<file path="config.mk">
export PLATFORM = sky130hd
export DESIGN_NAME = dc_multichan_capture
export DESIGN_NICKNAME = d
export VERILOG_FILES = /design/src/rtl/dc_multichan_capture.sv
export SDC_FILE = /design/constraint.sdc
export NUM_CORES = 1
export LEC_CHECK = 0
export ABC_CLOCK_PERIOD_IN_PS = 4700
export BUFFER_PORTS_ARGS = -buffer_cell sky130_fd_sc_hd__buf_2
export CORE_MARGIN = 2
export CORE_UTILIZATION = 30
export DETAILED_ROUTE_END_ITERATION = 6
export MAX_ROUTING_LAYER = met4
export PLACE_DENSITY_LB_ADDON = 0.05
export SYNTH_ARGS = -nofsm -noshare
export SYNTH_HDL_FRONTEND = slang
export SYNTH_SLANG_ARGS = --single-unit
export TNS_END_PERCENT = 20
</file>
<file path="constraint.sdc">
create_clock -name clk -period 4.7 [get_ports clk]
set_clock_uncertainty 0.2 [all_clocks]
set_input_delay 0.235 -clock clk [delete_from_list [all_inputs] [get_ports clk]]
set_output_delay 0.235 -clock clk [all_outputs]
set_load 0.05 [all_outputs]
</file>
<file path="src/rtl/dc_multichan_capture.sv">
// Multichannel capture: samples CH_NUM synchronised inputs every D clocks into a FIFO and
// uploads each sample word LSB byte first. Define DC_TRIGGER_EN for the armed-trigger start.
module dc_multichan_capture #(
  parameter int CH_NUM     = 8,
  parameter int FIFO_DEPTH = 64,
  parameter int DIV_W      = 16
) (
  input  logic              clk,
  input  logic              rst_n,
  input  logic [CH_NUM-1:0] dc_signal_in,
  input  logic              cmd_start,
  input  logic [7:0]        cmd_type,
  input  logic [7:0]        cmd_data,
  input  logic              cmd_data_valid,
  input  logic              cmd_done,
  output logic              upload_req,
  output logic [7:0]        upload_data,
  output logic              upload_valid,
  input  logic              upload_ready,
  output logic              capture_active,
  output logic              overflow
);
  localparam int NB    = CH_NUM / 8;
`ifdef DC_TRIGGER_EN
  localparam int PL_N  = 2 * NB;
`else
  localparam int PL_N  = 2;
`endif
  localparam int IDX_W = $clog2(PL_N + 1);
  localparam int AW    = $clog2(FIFO_DEPTH);
  localparam int BW    = (NB > 1) ? $clog2(NB) : 1;

  localparam logic [7:0] CMD_START = 8'h0B;
  localparam logic [7:0] CMD_STOP  = 8'h0C;
`ifdef DC_TRIGGER_EN
  localparam logic [7:0] CMD_TRIG  = 8'h0D;
`endif

  typedef enum logic [1:0] {
    S_IDLE,
    S_RUN
`ifdef DC_TRIGGER_EN
    , S_ARMED
`endif
  } cap_state_t;

  typedef enum logic [1:0] {U_IDLE, U_LOAD, U_SEND} up_state_t;

  logic [CH_NUM-1:0] sync1_reg, sync_in_reg;
  logic [7:0]        cmd_type_reg;
  logic [IDX_W-1:0]  idx_reg;
  logic [8*PL_N-1:0] payload_reg;
  logic [DIV_W-1:0]  div_reg, cnt_reg, div_pay;
  cap_state_t        cap_state_reg;
  up_state_t         up_state_reg;
  logic [CH_NUM-1:0] mem [FIFO_DEPTH];
  logic [AW-1:0]     wr_ptr_reg, rd_ptr_reg;
  logic [AW:0]       count_reg;
  logic [CH_NUM-1:0] word_reg;
  logic [BW-1:0]     byte_idx_reg;
  logic              upload_valid_reg, overflow_reg;
  logic              apply_start, apply_stop, sampling, tick, wr_req;
  logic              fifo_empty, fifo_full, pop, push, drop, last_byte;

  // Payload byte 0 is the divider high byte
  assign div_pay     = DIV_W'({payload_reg[7:0], payload_reg[15:8]});
  assign apply_start = cmd_done && (cmd_type_reg == CMD_START);
  assign apply_stop  = cmd_done && (cmd_type_reg == CMD_STOP);

`ifdef DC_TRIGGER_EN
  logic [CH_NUM-1:0] mask_reg, value_reg;
  logic              apply_trig, trig_hit;
  assign apply_trig = cmd_done && (cmd_type_reg == CMD_TRIG);
  assign sampling   = (cap_state_reg == S_RUN) || (cap_state_reg == S_ARMED);
  assign trig_hit   = ((sync_in_reg ^ value_reg) & mask_reg) == '0;
  assign wr_req     = tick && ((cap_state_reg == S_RUN) || trig_hit);
`else
  assign sampling   = cap_state_reg == S_RUN;
  assign wr_req     = tick;
`endif

  // A START/STOP being applied this cycle cancels any coincident tick
  assign tick       = sampling && (cnt_reg == div_reg - DIV_W'(1)) && !(apply_start || apply_stop);
  assign fifo_empty = count_reg == '0;
  assign fifo_full  = count_reg == (AW+1)'(FIFO_DEPTH);
  assign pop        = up_state_reg == U_LOAD;
  assign push       = wr_req && (!fifo_full || pop);
  assign drop       = wr_req && fifo_full && !pop;
  assign last_byte  = byte_idx_reg == BW'(NB - 1);

  always_ff @(posedge clk or negedge rst_n) begin
    if (!rst_n) begin
      sync1_reg     <= '0;
      sync_in_reg   <= '0;
      cmd_type_reg  <= '0;
      idx_reg       <= '0;
      payload_reg   <= '0;
      div_reg       <= DIV_W'(1);
      cnt_reg       <= '0;
      cap_state_reg <= S_IDLE;
      overflow_reg  <= 1'b0;
`ifdef DC_TRIGGER_EN
      mask_reg      <= '0;
      value_reg     <= '0;
`endif
    end else begin
      sync1_reg   <= dc_signal_in;
      sync_in_reg <= sync1_reg;

      if (cmd_start) begin
        cmd_type_reg <= cmd_type;
        idx_reg      <= '0;
        payload_reg  <= '0;
      end else if (cmd_data_valid && idx_reg != IDX_W'(PL_N)) begin
        for (int i = 0; i < PL_N; i++)
          if (idx_reg == IDX_W'(i)) payload_reg[8*i +: 8] <= cmd_data;
        idx_reg <= idx_reg + IDX_W'(1);
      end

      if (apply_start)   cnt_reg <= '0;
      else if (sampling) cnt_reg <= tick ? '0 : cnt_reg + DIV_W'(1);

      if (apply_start) begin
        div_reg <= (div_pay == '0) ? DIV_W'(1) : div_pay;
        if (cap_state_reg == S_IDLE) begin
          overflow_reg  <= 1'b0;
`ifdef DC_TRIGGER_EN
          cap_state_reg <= (mask_reg != '0) ? S_ARMED : S_RUN;
`else
          cap_state_reg <= S_RUN;
`endif
        end
      end else if (apply_stop) begin
        cap_state_reg <= S_IDLE;
`ifdef DC_TRIGGER_EN
      end else if (cap_state_reg == S_ARMED && tick && trig_hit) begin
        cap_state_reg <= S_RUN;
`endif
      end

      if (drop) overflow_reg <= 1'b1;

`ifdef DC_TRIGGER_EN
      if (apply_trig) begin
        mask_reg  <= payload_reg[CH_NUM-1:0];
        value_reg <= payload_reg[2*CH_NUM-1:CH_NUM];
      end
`endif
    end
  end

  always_ff @(posedge clk) begin
    if (push) mem[wr_ptr_reg] <= sync_in_reg;
  end

  always_ff @(posedge clk or negedge rst_n) begin
    if (!rst_n) begin
      wr_ptr_reg       <= '0;
      rd_ptr_reg       <= '0;
      count_reg        <= '0;
      up_state_reg     <= U_IDLE;
      word_reg         <= '0;
      byte_idx_reg     <= '0;
      upload_valid_reg <= 1'b0;
    end else begin
      if (push) wr_ptr_reg <= wr_ptr_reg + AW'(1);
      if (pop)  rd_ptr_reg <= rd_ptr_reg + AW'(1);
      case ({push, pop})
        2'b10:   count_reg <= count_reg + (AW+1)'(1);
        2'b01:   count_reg <= count_reg - (AW+1)'(1);
        default: count_reg <= count_reg;
      endcase

      case (up_state_reg)
        U_IDLE: if (!fifo_empty) up_state_reg <= U_LOAD;
        U_LOAD: begin
          word_reg         <= mem[rd_ptr_reg];
          byte_idx_reg     <= '0;
          upload_valid_reg <= 1'b1;
          up_state_reg     <= U_SEND;
        end
        U_SEND: if (upload_ready) begin
          if (last_byte) begin
            upload_valid_reg <= 1'b0;
            up_state_reg     <= fifo_empty ? U_IDLE : U_LOAD;
          end else begin
            byte_idx_reg <= byte_idx_reg + BW'(1);
            word_reg     <= word_reg >> 8;
          end
        end
        default: up_state_reg <= U_IDLE;
      endcase
    end
  end

  assign upload_valid   = upload_valid_reg;
  assign upload_data    = word_reg[7:0];
  assign upload_req     = !fifo_empty || (up_state_reg != U_IDLE);
  assign capture_active = sampling;
  assign overflow       = overflow_reg;

endmodule
</file>
Word-level counts from Yosys, hierarchy flattened

Memories as Yosys holds them, arrays and structs flattened.
Index checks and enable logic that the tools add are counted.

$add $sub $neg: 8
Eq/ne operators: 16
Muxes and demuxes: 33
Reduce and logical (&&, ||, !) cells: 38
Multiply operators: 0
Div/mod/pow operators: 0
Shifts and indexed selects: 0
Bitwise gates (word level): 0
$lt $le $gt $ge: 0

Operators with widths:

| cell                    | number |
|---|---|
| $mux W16                | 6 |
| $mux W8                 | 4 |
| $reduce_bool A2 Y1      | 10 |
| $add A16 B1 Y16 const B | 1 |
| $eq A16 B16 Y1          | 1 |
| $eq A8 B4 Y1 const B    | 2 |
| $logic_not A16 Y1       | 1 |
| $mux W2                 | 8 |
| $pmux W8 S2             | 1 |
| $sub A16 B1 Y16 const B | 1 |
| $pmux W7 S2             | 1 |
| $add A6 B1 Y6 const B   | 2 |
| $mux W1                 | 10 |
| $ne A2 B2 Y1 const B    | 5 |
| $reduce_and A2 Y1       | 5 |
| $reduce_and A3 Y1       | 3 |
| $eq A2 B1 Y1 const B    | 4 |
| $logic_and A1 B1 Y1     | 8 |
| $add A7 B1 Y7 const B   | 1 |
| $eq A7 B7 Y1 const B    | 1 |
| $logic_not A7 Y1        | 1 |
| $sub A7 B1 Y7 const B   | 1 |
| $logic_not A2 Y1        | 3 |
| $pmux W2 S3             | 1 |
| other kinds (7)         | 14 |

Output and inout port bits: 12
Bits in writable memories: 512
Memories kept: 1
Logic and storage cells: 113
Bits in latches: 0
Bits in read-only memories: 0
Input port bits: 30
Bits in registers: 108

Memory list:

| memory | depth | bits a word | read ports | clocked after memory_dff | write ports | line | source |
|---|---|---|---|---|---|---|---|
| mem    | 64    | 8           | 1          | 0                        | 1           | 56   | `logic [CH_NUM-1:0] mem [FIFO_DEPTH];` |

Logic depth before layout (Yosys ltp)

Depth after elaboration: 9
Mapped depth: 20
Mapped depth without buffers: 19

Worst setup path after synthesis

Ideal clock, no wire load.

Path kind: register to register
From: reg div_reg[4]
To: reg count_reg[6]
Period minus slack after synthesis: 4.670 ns
Required time: 4.421 ns
Library setup time: 0.079 ns
Slack: 0.030 ns
Path buffers: 2
Data arrival time: 4.391 ns
Stages on the path, launching flop included: 20
Path through: dfrtp_1 or4_1 buf_2 nor4_2 mux2_2 a31o_2 a2111oi_4 nand3_4 ha_1 clkbuf_1 xor2_1 ha_1 nor3_1 a21oi_1 nor2_1 nor3_1 and3_1 o21ai_0 a21oi_1 xor2_1

Word-level cells in the longest chain between the ends: 7
Elaborated cells between the ends (all ways): 9
Those cells by class: add/sub: 1; eq/ne: 3; mux: 1; reduce/logical: 4

Ends and longest elaborated chain:

| item                                              | line | source |
|---|---|---|
| start, declared                                   | 53   | `logic [DIV_W-1:0] div_reg, cnt_reg, div_pay;` |
| start signal, assigned                            | 124  | `div_reg <= (div_pay == '0) ? DIV_W'(1) : div_pay;` |
| $sub A16 B1 Y16 (*)                               | 83   | `assign tick = sampling && (cnt_reg == div_reg - DIV_W'(1)) && !(apply_start \|\| apply_stop);` |
| $eq A16 B16 Y1 (*)                                | 83   |  |
| $logic_and A1 B1 Y1 (*) (2 in a row)              | 83   |  |
| $logic_and A1 B1 Y1 (*)                           | 87   | `assign push = wr_req && (!fifo_full \|\| pop);` |
| $eq A2 B1 Y1 or $eq A2 B2 Y1 (tied branches)      | 168  | `case ({push, pop})` |
| $pmux W7 S2 or $reduce_bool A2 Y1 (tied branches) | n/a  |  |
| end signal, assigned                              | 169  | `2'b10: count_reg <= count_reg + (AW+1)'(1);` |
| end signal, assigned                              | 170  | `2'b01: count_reg <= count_reg - (AW+1)'(1);` |
| end signal, assigned                              | 171  | `default: count_reg <= count_reg;` |
| end, declared                                     | 58   | `logic [AW:0] count_reg;` |

Every way passes the cells marked *; elsewhere a longest branch is shown, timed or not.
A chain may end at the register's enable or synchronous reset.

Worst setup path in the final report

From: reg div_reg[1]
To: reg count_reg[6]

The elaborated chain is that of the path after synthesis.

==> impl_metrics.sql <==
INSERT INTO impl_metrics (metric_group, metric, value, unit) VALUES
('outcome', 'run_status', 'finished, final reports clean', ''),
('finish', 'antenna_cells_inserted', '0', ''),
('synth', 'synth_top_flop_cell', 'sky130_fd_sc_hd__edfxtp_1', ''),
('sta', 'finalWorstSetupSlack', '0.2879', 'ns'),
('finish', 'largest_register_ffs', '512', ''),
('critical_path', 'worst_r2r_startpoint', 'div_reg[1]', ''),
('placed_design', 'place.port_buffers', '41', ''),
('route', 'drt_first_iter_violations', '858', ''),
('finish', 'nets', '1763', ''),
('synth', 'yosysWarningCount', '0', ''),
('finish', 'finish.cell_count_without_fillers', '2864', ''),
('critical_path', 'crit_path_cell_trace', 'or4_4 > or4b_2 > nand3_1 > a31oi_2 > a2111oi_4 > buf_4 > nand3_4 > ha_1 > xor2_1 > ha_2 > nor3_1 > a21oi_1 > nor2_1 > nor3_2 > buf_4 > nor3_1 > a21oi_1 > a21oi_1 > xor2_1', ''),
('synth', 'synth_largest_type_area_fraction', '61.00', '%'),
('sta', 'final.hold.worst_slack', '0.03674', 'ns'),
('clocking', 'cts.path.max_buffers', '3', ''),
('finish', 'finalCoreUtilization', '36.35', '%'),
('grt', 'grt_util_met2', '27.83', '%'),
('critical_path', 'crit_arrival', '4.73', 'ns'),
('route', 'avgRoutedWirePerCell', '24.07', 'um'),
('critical_path', 'critical_path_peak_fanout', '5', ''),
('critical_path', 'critical_path.top_delay_family', 'simple AND/OR/NAND/NOR gates', ''),
('grt', 'initial_antenna_violation_count', '0', ''),
('sta', 'max_freq', '226.6', 'MHz'),
('critical_path', 'timing_worst_setup_path_type', 'flop to flop', ''),
('sta', 'actual_transition_at_the_worst_max_transition_pin', '1.265', 'ns'),
('placed_design', 'place_worst_setup_slack', '0.1399', 'ns'),
('clocking', 'total_clock_buffers_created_by_cts', '74', ''),
('critical_path', 'cp_num_buf_inv', '2', ''),
('synth', 'synthArstFlopShare', '17.15', '%'),
('floorplan', 'io_pins', '42', ''),
('power', 'vdd.ir_drop.worst', '274.9', 'uV'),
('synth', 'post-synth-top-count-cell', 'sky130_fd_sc_hd__edfxtp_1', ''),
('sta', 'rsz_0062_raised_after_global_routing', 'no', ''),
('grt', 'grt-busiest-layer', 'met2', ''),
('route', 'drt-vias-per-instance', '4.906', ''),
('grt', 'groute.layer.met3.usage', '2.183', '%'),
('clocking', 'clkLatencyLatePin', '0.61', 'ns'),
('route', 'antenna_left', '0', ''),
('placed_design', 'place.detailed.hpwl', '43.72', 'mm'),
('synth', 'ys_types', '60', ''),
('placed_design', 'placed_cells_incl_taps', '2683', ''),
('sta', 'final-setup-viol-count', '0', ''),
('clocking', 'tritoncts', 'built', ''),
('grt', 'grt_first_pass_wirelength', '101.7', 'mm'),
('synth', 'synth.yosys.seq_area_share', '71.53', '%'),
('finish', 'synthToLayoutAreaGrowth', '20.31', '%'),
('critical_path', 'cp_slowest_cell', 'sky130_fd_sc_hd__or4b_2', ''),
('route', 'route.vias.total', '14050', ''),
('sta', 'final_period_minus_worst_setup_slack', '4.412', 'ns'),
('route', 'postRouteWirelength', '68.94', 'mm'),
('finish', 'final_layout_size_suffix_gt1_share', '23.77', '%'),
('worst_hold_path', 'worstHoldPathType', 'primary input to async pin', ''),
('synth', 'synth_fp_nets', '1576', ''),
('synth', 'synth_area_per_cell', '16.41', 'um2'),
('grt', 'gr-usage-met1', '21.48', '%'),
('route', 'drc_errors', '0', ''),
('placed_design', 'gp_routability_congestion', '0.7656', ''),
('placed_design', 'detailed_place.area', '27410', 'um2'),
('critical_path', 'timing.critical_path.from', 'div_reg[1]', ''),
('critical_path', 'cp-end-kind', 'flop', ''),
('critical_path', 'worstPathRequired', '5.02', 'ns'),
('floorplan', 'die_span_in_y', '293.8', 'um'),
('floorplan', 'overall_die_area', '86340', 'um2'),
('critical_path', 'crit_path_frequent_cell', 'sky130_fd_sc_hd__a21oi_1', ''),
('critical_path', 'critPathMaxStageDelay', '0.65', 'ns'),
('clocking', 'cts_htree_levels', '3', ''),
('synth', 'yosys.area.top_type', 'sky130_fd_sc_hd__edfxtp_1', ''),
('job', 'cap_viol_max_count', '0', ''),
('synth', 'ys_ff_latch', '618', ''),
('finish', 'final_area', '30320', 'um2'),
('route', 'drt_first_pass_iters', '5', '');
[metal layers]
layer / part of all wire (%) / up-vias / wire length, um
met2: 50 / 238 / 34540
met1: 45 / 7234 / 30760
met5: 0 / - / 0
met3: 3.4 / 92 / 2347
li1: - / 6487 / -
met4: 1.9 / 0 / 1300
[where the power goes]
group	internal, mW	leakage, nW	total (mW)	switching [mW]
Clock	3.41	1.18	5.72	2.30
Combinational	1.94	3.48	4.83	2.89
Sequential	6.14	5.94	6.54	0.392
Total	11.5	10.6	17.1	5.58
[placed cells by master (no fill, tap or decap), drive strengths merged, types with 24 or more instances in the layout]
cell type,count
clkinv,33
nor2,78
mux4,64
edfxtp,512
clkbuf,87
o22ai,33
xnor2,24
dlygate4sd3,42
dfrtp,105
o221ai,64
buf,171
nand2,76
mux2,27
nand3,40
mux2i,138
a21oi,53
a211oi,32
[worst paths after layout]
path                                  endpoint  depth (start not counted)  slack (ns)
worst max register to register    count_reg[6]                         19        0.29
worst max-delay path              count_reg[6]                         19        0.29
worst min-delay path                idx_reg[0]                          2        0.04
min in group clk                  sync1_reg[0]                          2        0.06
max in group asynchronous       sync_in_reg[5]                          3        3.32
worst min register to register  sync_in_reg[2]                          0        0.15
[final cells by class]
type	instances	area (um2)
Fill cell	7817	53100
Tap cell	1080	1351
Inverter	16	60.06
Multi-Input combinational cell	800	6764
Sequential cell	618	18040
Clock inverter	50	495.5
Clock buffer	87	1942
Timing Repair Buffer	213	1667
[logic make-up after synthesis]
kind of cell,Yosys count,synth area share (%)
AOI/OAI and AO/OA,232,6.504
xor gates and xnor gates,37,1.286
adders and majority gates,10,0.4965
and+or+nand+nor,292,5.972
muxes,229,12.41
buffers and inverters,118,1.802
DFF,618,71.53
[timing repair]
item                       4_1_cts  5_1_grt
resized for setup                0        8
hold endpoints to repair        97        0
setup buffers                    0        2
setup endpoints to repair        0        3
hold buffers                    42        0
(Power assumes the default switching activity.)
